===== config.mk =====
export PLATFORM = sky130hd
export DESIGN_NAME = muldiv_unit_flat
export DESIGN_NICKNAME = d
export VERILOG_FILES = /design/src/rtl/mips_pkg.sv /design/src/rtl/muldiv_unit_if.sv /design/src/rtl/muldiv_unit.sv /design/src/flat_wrapper.sv
export SDC_FILE = /design/constraint.sdc
export NUM_CORES = 1
export LEC_CHECK = 0
export BUFFER_PORTS_ARGS = -buffer_cell sky130_fd_sc_hd__buf_2
export CAP_MARGIN = 10
export CORE_MARGIN = 2
export CORE_UTILIZATION = 38
export DETAILED_ROUTE_END_ITERATION = 7
export PLACE_DENSITY = 0.66
export RECOVER_POWER = 25
export SKIP_LAST_GASP = 1
export SLEW_MARGIN = 20
export SYNTH_ARGS = -nofsm -noshare
export SYNTH_HDL_FRONTEND = slang
export SYNTH_SLANG_ARGS = --single-unit
export TNS_END_PERCENT = 50

===== constraint.sdc =====
create_clock -name clk -period 9.3 [get_ports clk]
set_clock_uncertainty 0.2 [all_clocks]
set_input_delay 1.86 -clock clk [delete_from_list [all_inputs] [get_ports clk]]
set_output_delay 1.86 -clock clk [all_outputs]
set_load 0.1 [all_outputs]

===== src/rtl/mips_pkg.sv =====
// Shared MIPS definitions: alucontrol codes for the multiply/divide unit and its state type.
// Used by aludec and muldiv_unit.
package mips_pkg;

  localparam logic [4:0] ALU_MULT  = 5'b10011;
  localparam logic [4:0] ALU_MULTU = 5'b10101;
  localparam logic [4:0] ALU_DIV   = 5'b10110;
  localparam logic [4:0] ALU_DIVU  = 5'b10111;

  typedef enum logic [1:0] {
    MD_IDLE,
    MD_CALC,
    MD_FIX
  } muldiv_state_t;

  function automatic logic is_muldiv(input logic [4:0] code);
    return (code == ALU_MULT) || (code == ALU_MULTU) ||
           (code == ALU_DIV)  || (code == ALU_DIVU);
  endfunction

  function automatic logic is_div_op(input logic [4:0] code);
    return (code == ALU_DIV) || (code == ALU_DIVU);
  endfunction

  function automatic logic is_signed_op(input logic [4:0] code);
    return (code == ALU_MULT) || (code == ALU_DIV);
  endfunction

endpackage


===== src/rtl/muldiv_unit_if.sv =====
// EX-stage bus between the pipeline and the multiply/divide unit.
// With MULDIV_MTHILO_EN defined it also carries the MTHI/MTLO write port.
interface muldiv_unit_if #(parameter int WIDTH = 32);

  logic             start;
  logic [4:0]       alucontrol;
  logic [WIDTH-1:0] srca;
  logic [WIDTH-1:0] srcb;
  logic             flush;
  logic             busy;
  logic             done;
  logic [WIDTH-1:0] hi;
  logic [WIDTH-1:0] lo;

`ifdef MULDIV_MTHILO_EN
  logic             hi_we;
  logic             lo_we;
  logic [WIDTH-1:0] wdata;

  modport master (
    output start, alucontrol, srca, srcb, flush, hi_we, lo_we, wdata,
    input  busy, done, hi, lo
  );

  modport slave (
    input  start, alucontrol, srca, srcb, flush, hi_we, lo_we, wdata,
    output busy, done, hi, lo
  );
`else
  modport master (
    output start, alucontrol, srca, srcb, flush,
    input  busy, done, hi, lo
  );

  modport slave (
    input  start, alucontrol, srca, srcb, flush,
    output busy, done, hi, lo
  );
`endif

endinterface


===== src/rtl/muldiv_unit.sv =====
// Multi-cycle MULT/MULTU/DIV/DIVU unit owning HI/LO; radix-2, WIDTH steps plus one fixup cycle.
// Optional MTHI/MTLO write port enabled by defining MULDIV_MTHILO_EN.
module muldiv_unit #(
  parameter int WIDTH = 32
) (
  input  logic         clk,
  input  logic         reset,
  muldiv_unit_if.slave bus
);

  import mips_pkg::*;

  localparam int CW = (WIDTH > 1) ? $clog2(WIDTH) : 1;

  muldiv_state_t      state;
  logic [CW-1:0]      cnt;
  logic [2*WIDTH-1:0] acc;
  logic [WIDTH-1:0]   opb;
  logic               is_div;
  logic               neg_main;
  logic               neg_rem;
  logic               div_zero;
  logic [WIDTH-1:0]   hi_r;
  logic [WIDTH-1:0]   lo_r;
  logic               done_r;

  logic               sgn_op;
  logic [WIDTH-1:0]   abs_a;
  logic [WIDTH-1:0]   abs_b;
  logic               accept;

  logic [WIDTH:0]     add_a;
  logic [WIDTH:0]     add_b;
  logic [WIDTH+1:0]   add_sum;
  logic [2*WIDTH-1:0] acc_step;

  logic [2*WIDTH-1:0] prod_fix;
  logic [WIDTH-1:0]   quo_fix;
  logic [WIDTH-1:0]   rem_fix;

  assign sgn_op = is_signed_op(bus.alucontrol);
  assign abs_a  = (sgn_op && bus.srca[WIDTH-1]) ? -bus.srca : bus.srca;
  assign abs_b  = (sgn_op && bus.srcb[WIDTH-1]) ? -bus.srcb : bus.srcb;
  assign accept = bus.start && !bus.flush && is_muldiv(bus.alucontrol);

  // One shared adder: multiply adds the multiplicand into the upper half,
  // divide subtracts the divisor from the shifted partial remainder (carry = no borrow).
  assign add_a   = is_div ? acc[2*WIDTH-1:WIDTH-1] : {1'b0, acc[2*WIDTH-1:WIDTH]};
  assign add_b   = is_div ? ~{1'b0, opb} : {1'b0, opb};
  assign add_sum = {1'b0, add_a} + {1'b0, add_b} + {{(WIDTH+1){1'b0}}, is_div};

  always_comb begin
    acc_step = acc;
    if (is_div) begin
      if (add_sum[WIDTH+1])
        acc_step = {add_sum[WIDTH-1:0], acc[WIDTH-2:0], 1'b1};
      else
        acc_step = {acc[2*WIDTH-2:0], 1'b0};
    end else begin
      if (acc[0])
        acc_step = {add_sum[WIDTH:0], acc[WIDTH-1:1]};
      else
        acc_step = {1'b0, acc[2*WIDTH-1:1]};
    end
  end

  // Divide by zero leaves the quotient all-ones; the remainder fixup then restores srca exactly.
  assign prod_fix = neg_main ? -acc : acc;
  assign quo_fix  = (neg_main && !div_zero) ? -acc[WIDTH-1:0] : acc[WIDTH-1:0];
  assign rem_fix  = neg_rem ? -acc[2*WIDTH-1:WIDTH] : acc[2*WIDTH-1:WIDTH];

  always_ff @(posedge clk) begin
    if (reset) begin
      state    <= MD_IDLE;
      cnt      <= '0;
      acc      <= '0;
      opb      <= '0;
      is_div   <= 1'b0;
      neg_main <= 1'b0;
      neg_rem  <= 1'b0;
      div_zero <= 1'b0;
      hi_r     <= '0;
      lo_r     <= '0;
      done_r   <= 1'b0;
    end else begin
      done_r <= 1'b0;
      case (state)
        MD_IDLE: begin
`ifdef MULDIV_MTHILO_EN
          if (bus.hi_we) hi_r <= bus.wdata;
          if (bus.lo_we) lo_r <= bus.wdata;
`endif
          if (accept) begin
            state    <= MD_CALC;
            cnt      <= CW'(WIDTH-1);
            is_div   <= is_div_op(bus.alucontrol);
            neg_main <= sgn_op && (bus.srca[WIDTH-1] ^ bus.srcb[WIDTH-1]);
            if (is_div_op(bus.alucontrol)) begin
              acc      <= {{WIDTH{1'b0}}, abs_a};
              opb      <= abs_b;
              neg_rem  <= sgn_op && bus.srca[WIDTH-1];
              div_zero <= (bus.srcb == '0);
            end else begin
              acc      <= {{WIDTH{1'b0}}, abs_b};
              opb      <= abs_a;
              neg_rem  <= 1'b0;
              div_zero <= 1'b0;
            end
          end
        end
        MD_CALC: begin
          if (bus.flush) begin
            state <= MD_IDLE;
          end else begin
            acc <= acc_step;
            cnt <= cnt - 1'b1;
            if (cnt == '0) state <= MD_FIX;
          end
        end
        MD_FIX: begin
          state <= MD_IDLE;
          if (!bus.flush) begin
            done_r <= 1'b1;
            if (is_div) begin
              hi_r <= rem_fix;
              lo_r <= quo_fix;
            end else begin
              hi_r <= prod_fix[2*WIDTH-1:WIDTH];
              lo_r <= prod_fix[WIDTH-1:0];
            end
          end
        end
        default: state <= MD_IDLE;
      endcase
    end
  end

  assign bus.busy = (state != MD_IDLE);
  assign bus.done = done_r;
  assign bus.hi   = hi_r;
  assign bus.lo   = lo_r;

endmodule


===== src/flat_wrapper.sv =====
// flat-port wrapper written by rule: the top's interface ports become plain ports
module muldiv_unit_flat import mips_pkg::*;
#(
  parameter int WIDTH = 32
)
  (clk, reset, bus_start, bus_alucontrol, bus_srca, bus_srcb, bus_flush, bus_busy, bus_done, bus_hi, bus_lo);
  muldiv_unit_if #(.WIDTH(WIDTH)) bus_i ();
  input  logic clk;
  input  logic reset;
  input wire logic [$bits(bus_i.start)-1:0] bus_start;
  input wire logic [$bits(bus_i.alucontrol)-1:0] bus_alucontrol;
  input wire logic [$bits(bus_i.srca)-1:0] bus_srca;
  input wire logic [$bits(bus_i.srcb)-1:0] bus_srcb;
  input wire logic [$bits(bus_i.flush)-1:0] bus_flush;
  output wire logic [$bits(bus_i.busy)-1:0] bus_busy;
  output wire logic [$bits(bus_i.done)-1:0] bus_done;
  output wire logic [$bits(bus_i.hi)-1:0] bus_hi;
  output wire logic [$bits(bus_i.lo)-1:0] bus_lo;
  assign bus_i.start = bus_start;
  assign bus_i.alucontrol = bus_alucontrol;
  assign bus_i.srca = bus_srca;
  assign bus_i.srcb = bus_srcb;
  assign bus_i.flush = bus_flush;
  assign bus_busy = bus_i.busy;
  assign bus_done = bus_i.done;
  assign bus_hi = bus_i.hi;
  assign bus_lo = bus_i.lo;
  muldiv_unit #(.WIDTH(WIDTH)) u_core (.clk(clk), .reset(reset), .bus(bus_i));
endmodule

==> impl_metrics.ini <==
[die]
core_outline_area_um2 = 35310
die_area_um2 = 37140
fp-row-count = 69
dieHeight_um = 192.7
initial_core_util_pct = 38.32
floorplan.die.width_um = 192.7
pin_count = 139

[drt]
drt.antenna.violating_nets = 0
detailedRoute.firstIterationViolations = 1201
routed-via-count = 13692
drcViolationCount = 0
detail_route.vias_per_cell = 5.935
detail_route.first_pass.iterations = 6
drt-wirelength-per-cell_um = 19.78
postRouteWirelength_um = 45620

[yosys]
synth.largest_area_cell = sky130_fd_sc_hd__dfxtp_1
synth_edf_count = 0
synth.distinct_cells = 83
post_synth_main_area_contributors = sky130_fd_sc_hd__dfxtp_1 (25%), sky130_fd_sc_hd__xor2_1 (5.8%), sky130_fd_sc_hd__a21oi_1 (5.7%), sky130_fd_sc_hd__nor2_1 (5.5%), sky130_fd_sc_hd__xnor2_1 (5.4%)
synth-warning-count = 0
postSynth.asyncResetShare_pct = 0
syn_avg_cell_area_um2 = 7.415
synth_most_common_cell = sky130_fd_sc_hd__nor2_1
synth-seq-area-share_pct = 25.45
synth_seq_cells = 172
gate_count_of_the_mapped_netlist = 1825
synth.top_cells.by_count = sky130_fd_sc_hd__nor2_1 (197), sky130_fd_sc_hd__nand2_1 (188), sky130_fd_sc_hd__dfxtp_1 (172), sky130_fd_sc_hd__a21oi_1 (154), sky130_fd_sc_hd__clkbuf_1 (139)
synth_largest_type_area_fraction_pct = 25.45
dominant_register_cell_in_the_synthesized_netlist = sky130_fd_sc_hd__dfxtp_1
synth.cell_area_um2 = 13530
synth_fp_nets = 1936

[placed_design]
placement.setup.worst_slack_ns = 4.033
post-dp-hpwl_um = 34710
gp_congestion = 0.9693
port-buffer-count = 138

[cells_and_area]
share_of_cells_above_drive_strength_1_pct = 10.94
num_antenna_cells = 0
nets = 1944
area.growth.synth_to_final_pct = 9.773

[setup_path]
top_delay_family_on_crit_path = buffers and inverters
startpoint_type = input pin
crit_chain = clkbuf_1 -> clkbuf_1 -> buf_4 -> nor4_1 -> a21o_1
worst-endpoint-arrival_ns = 6.13
timing.critical_path.mode_cell = sky130_fd_sc_hd__clkbuf_1
worst-endpoint-required_ns = 9.44
critPathBufInv = 3
endpoint_type_of_the_worst_setup_path = flip-flop
critical_path_class = in2reg
critPathMaxStageDelay_ns = 1.72
critical_path.slowest_cell = sky130_fd_sc_hd__clkbuf_1
cp_max_fo = 66

[clocking]
clk-insertion-delay-late_ns = 0.45
clk_root_buffer_cell = sky130_fd_sc_hd__clkbuf_16
cts-buffers-inserted = 17
tritoncts_clock_tree = built
post_cts_resized = 0
clk_pin_slew_ns = 0.07
htreeDepth = 4
ctsHoldBuffers = 0
maximum_clock_insertion_buffer_count = 2
tritoncts_num_sinks = 172
post_cts.repair.setup_buffers = 0

[pwr]
power.density_nw_per_um2 = 114.4
vdd.ir_drop.worst_uv = 125.4
p_leak_nw = 5.548

[grt]
grt_usage_pct = 24.03
grt_first_pass_wirelength_um = 69310
grt_pass1_vias = 12137
grt_antenna_before_repair = 0
globalRoute.totalOverflow = 0
largest_net_degree_at_the_start_of_global_routing = 116

[outcome]
violated_checks = max-capacitance violations, max-slew violations
status = finished, violations left

[timing]
slew_headroom_pct = -52.62
timing.final.crit_period_ns = 5.984
setup_repair_after_global_routing_missed_its_margin = no
hold_viol_final = 0
drv_slew = 89
worst_pin_slew_ns = 2.289
fin_ws_ns = 3.316
timing.final.crit_share_pct = 64.35
final-setup-viol-count = 0
fin_hold_ws_ns = 0.2542
totalNegativeSetupSlack_ns = 0
maxClockFrequency_ghz = 0.1671

[hold_path]
hold_path_class = reg2reg

[flow_run]
drv_cap = 2
==> path summary, 6_finish.rpt <==
kind | startpoint | end | slack, ns | cells past startpoint
worst min-delay path | u_core.bus.hi[25] | u_core.bus.hi[25] | 0.25 | 2
worst max register to register | u_core.is_div | u_core.acc[34] | 3.90 | 12
worst min register to register | u_core.bus.hi[25] | u_core.bus.hi[25] | 0.25 | 2
worst max-delay path | reset | u_core.acc[31] | 3.32 | 5
==> per-layer routing <==
layer  track usage, %  share of wire [%]
met2            35.13                 42
met1            34.95                 47
met5                0                  0
met4            8.602                3.0
met3            4.219                8.3
==> sequential cells by signal (all words and copies together) (netlist names) <==
| name | count |
|---|---|
| u_core.div_zero | 1 |
| u_core.neg_main | 1 |
| u_core.bus.lo | 32 |
| u_core.acc | 64 |
| u_core.opb | 32 |
| u_core.cnt | 5 |
| u_core.is_div | 1 |
| u_core.bus.hi | 32 |
| u_core.neg_rem | 1 |
| u_core.bus.done | 1 |
| u_core.state | 2 |
==> stage by stage <==
step | power (mW) | std cells | utilization, % | area (µm²)
5_1_grt | 1.754 | 2307 | 42.07 | 14850
6_report | 1.699 | 2307 | 42.07 | 14850
3_5_place_dp | 0.9590 | 2274 | 40.47 | 14290
2_1_floorplan | 0.8858 | 1825 | - | 13530
4_1_cts | 1.705 | 2306 | 42.21 | 14900
3_3_place_gp | 0.9563 | 2274 | 40.47 | 14290
==> where the power goes <==
| part | total [mW] | internal, mW | switching, mW |
|---|---|---|---|
| registers | 0.752 | 0.742 | 0.00970 |
| logic | 0.194 | 0.0610 | 0.133 |
| clock network | 0.753 | 0.428 | 0.325 |
==> layout by cell type (no fill, tap or decap), types with 29 or more instances in the layout <==
master / n
sky130_fd_sc_hd__ha_1: 37
sky130_fd_sc_hd__o21ai_0: 90
sky130_fd_sc_hd__a211oi_1: 72
sky130_fd_sc_hd__clkbuf_1: 52
sky130_fd_sc_hd__nor2_1: 196
sky130_fd_sc_hd__nor3_1: 46
sky130_fd_sc_hd__dfxtp_1: 171
sky130_fd_sc_hd__o31ai_1: 29
sky130_fd_sc_hd__nand2_1: 188
sky130_fd_sc_hd__a31oi_1: 38
sky130_fd_sc_hd__xor2_1: 89
sky130_fd_sc_hd__mux2_2: 34
sky130_fd_sc_hd__mux2i_1: 37
sky130_fd_sc_hd__a21oi_1: 154
sky130_fd_sc_hd__buf_2: 88
sky130_fd_sc_hd__nand3_1: 37
sky130_fd_sc_hd__xnor2_1: 83
==> cell type report <==
type	count	area, µm²
Clock buffer	18	429.2
Multi-Input combinational cell	1460	9355
Tap cell	461	576.8
Fill cell	3620	20460
Clock inverter	14	183.9
Inverter	28	105.1
Sequential cell	172	3447
Timing Repair Buffer	154	757.0
==> worst register-to-register path, delay by kind of cell (launching register included) <==
family / cells / cell delay, ns
DFF: 1 / 0.73
adders and majority gates: 1 / 0.36
muxes: 1 / 0.47
buffers and inverters: 2 / 1.08
AOI/OAI and AO/OA: 5 / 1.56
and+or+nand+nor: 3 / 0.93
==> cells by family (layout without fill, tap and decap cells) <==
group,after synthesis,count (layout),share of synthesized area (%)
DFF,172,172,25.45
buffers and inverters,193,214,5.539
AOI/OAI and AO/OA,546,546,26.49
and+or+nand+nor,632,632,22.18
adders and majority gates,39,39,3.643
xor gates and xnor gates,172,172,11.13
muxes,71,71,5.566
(Power assumes the default switching activity.)
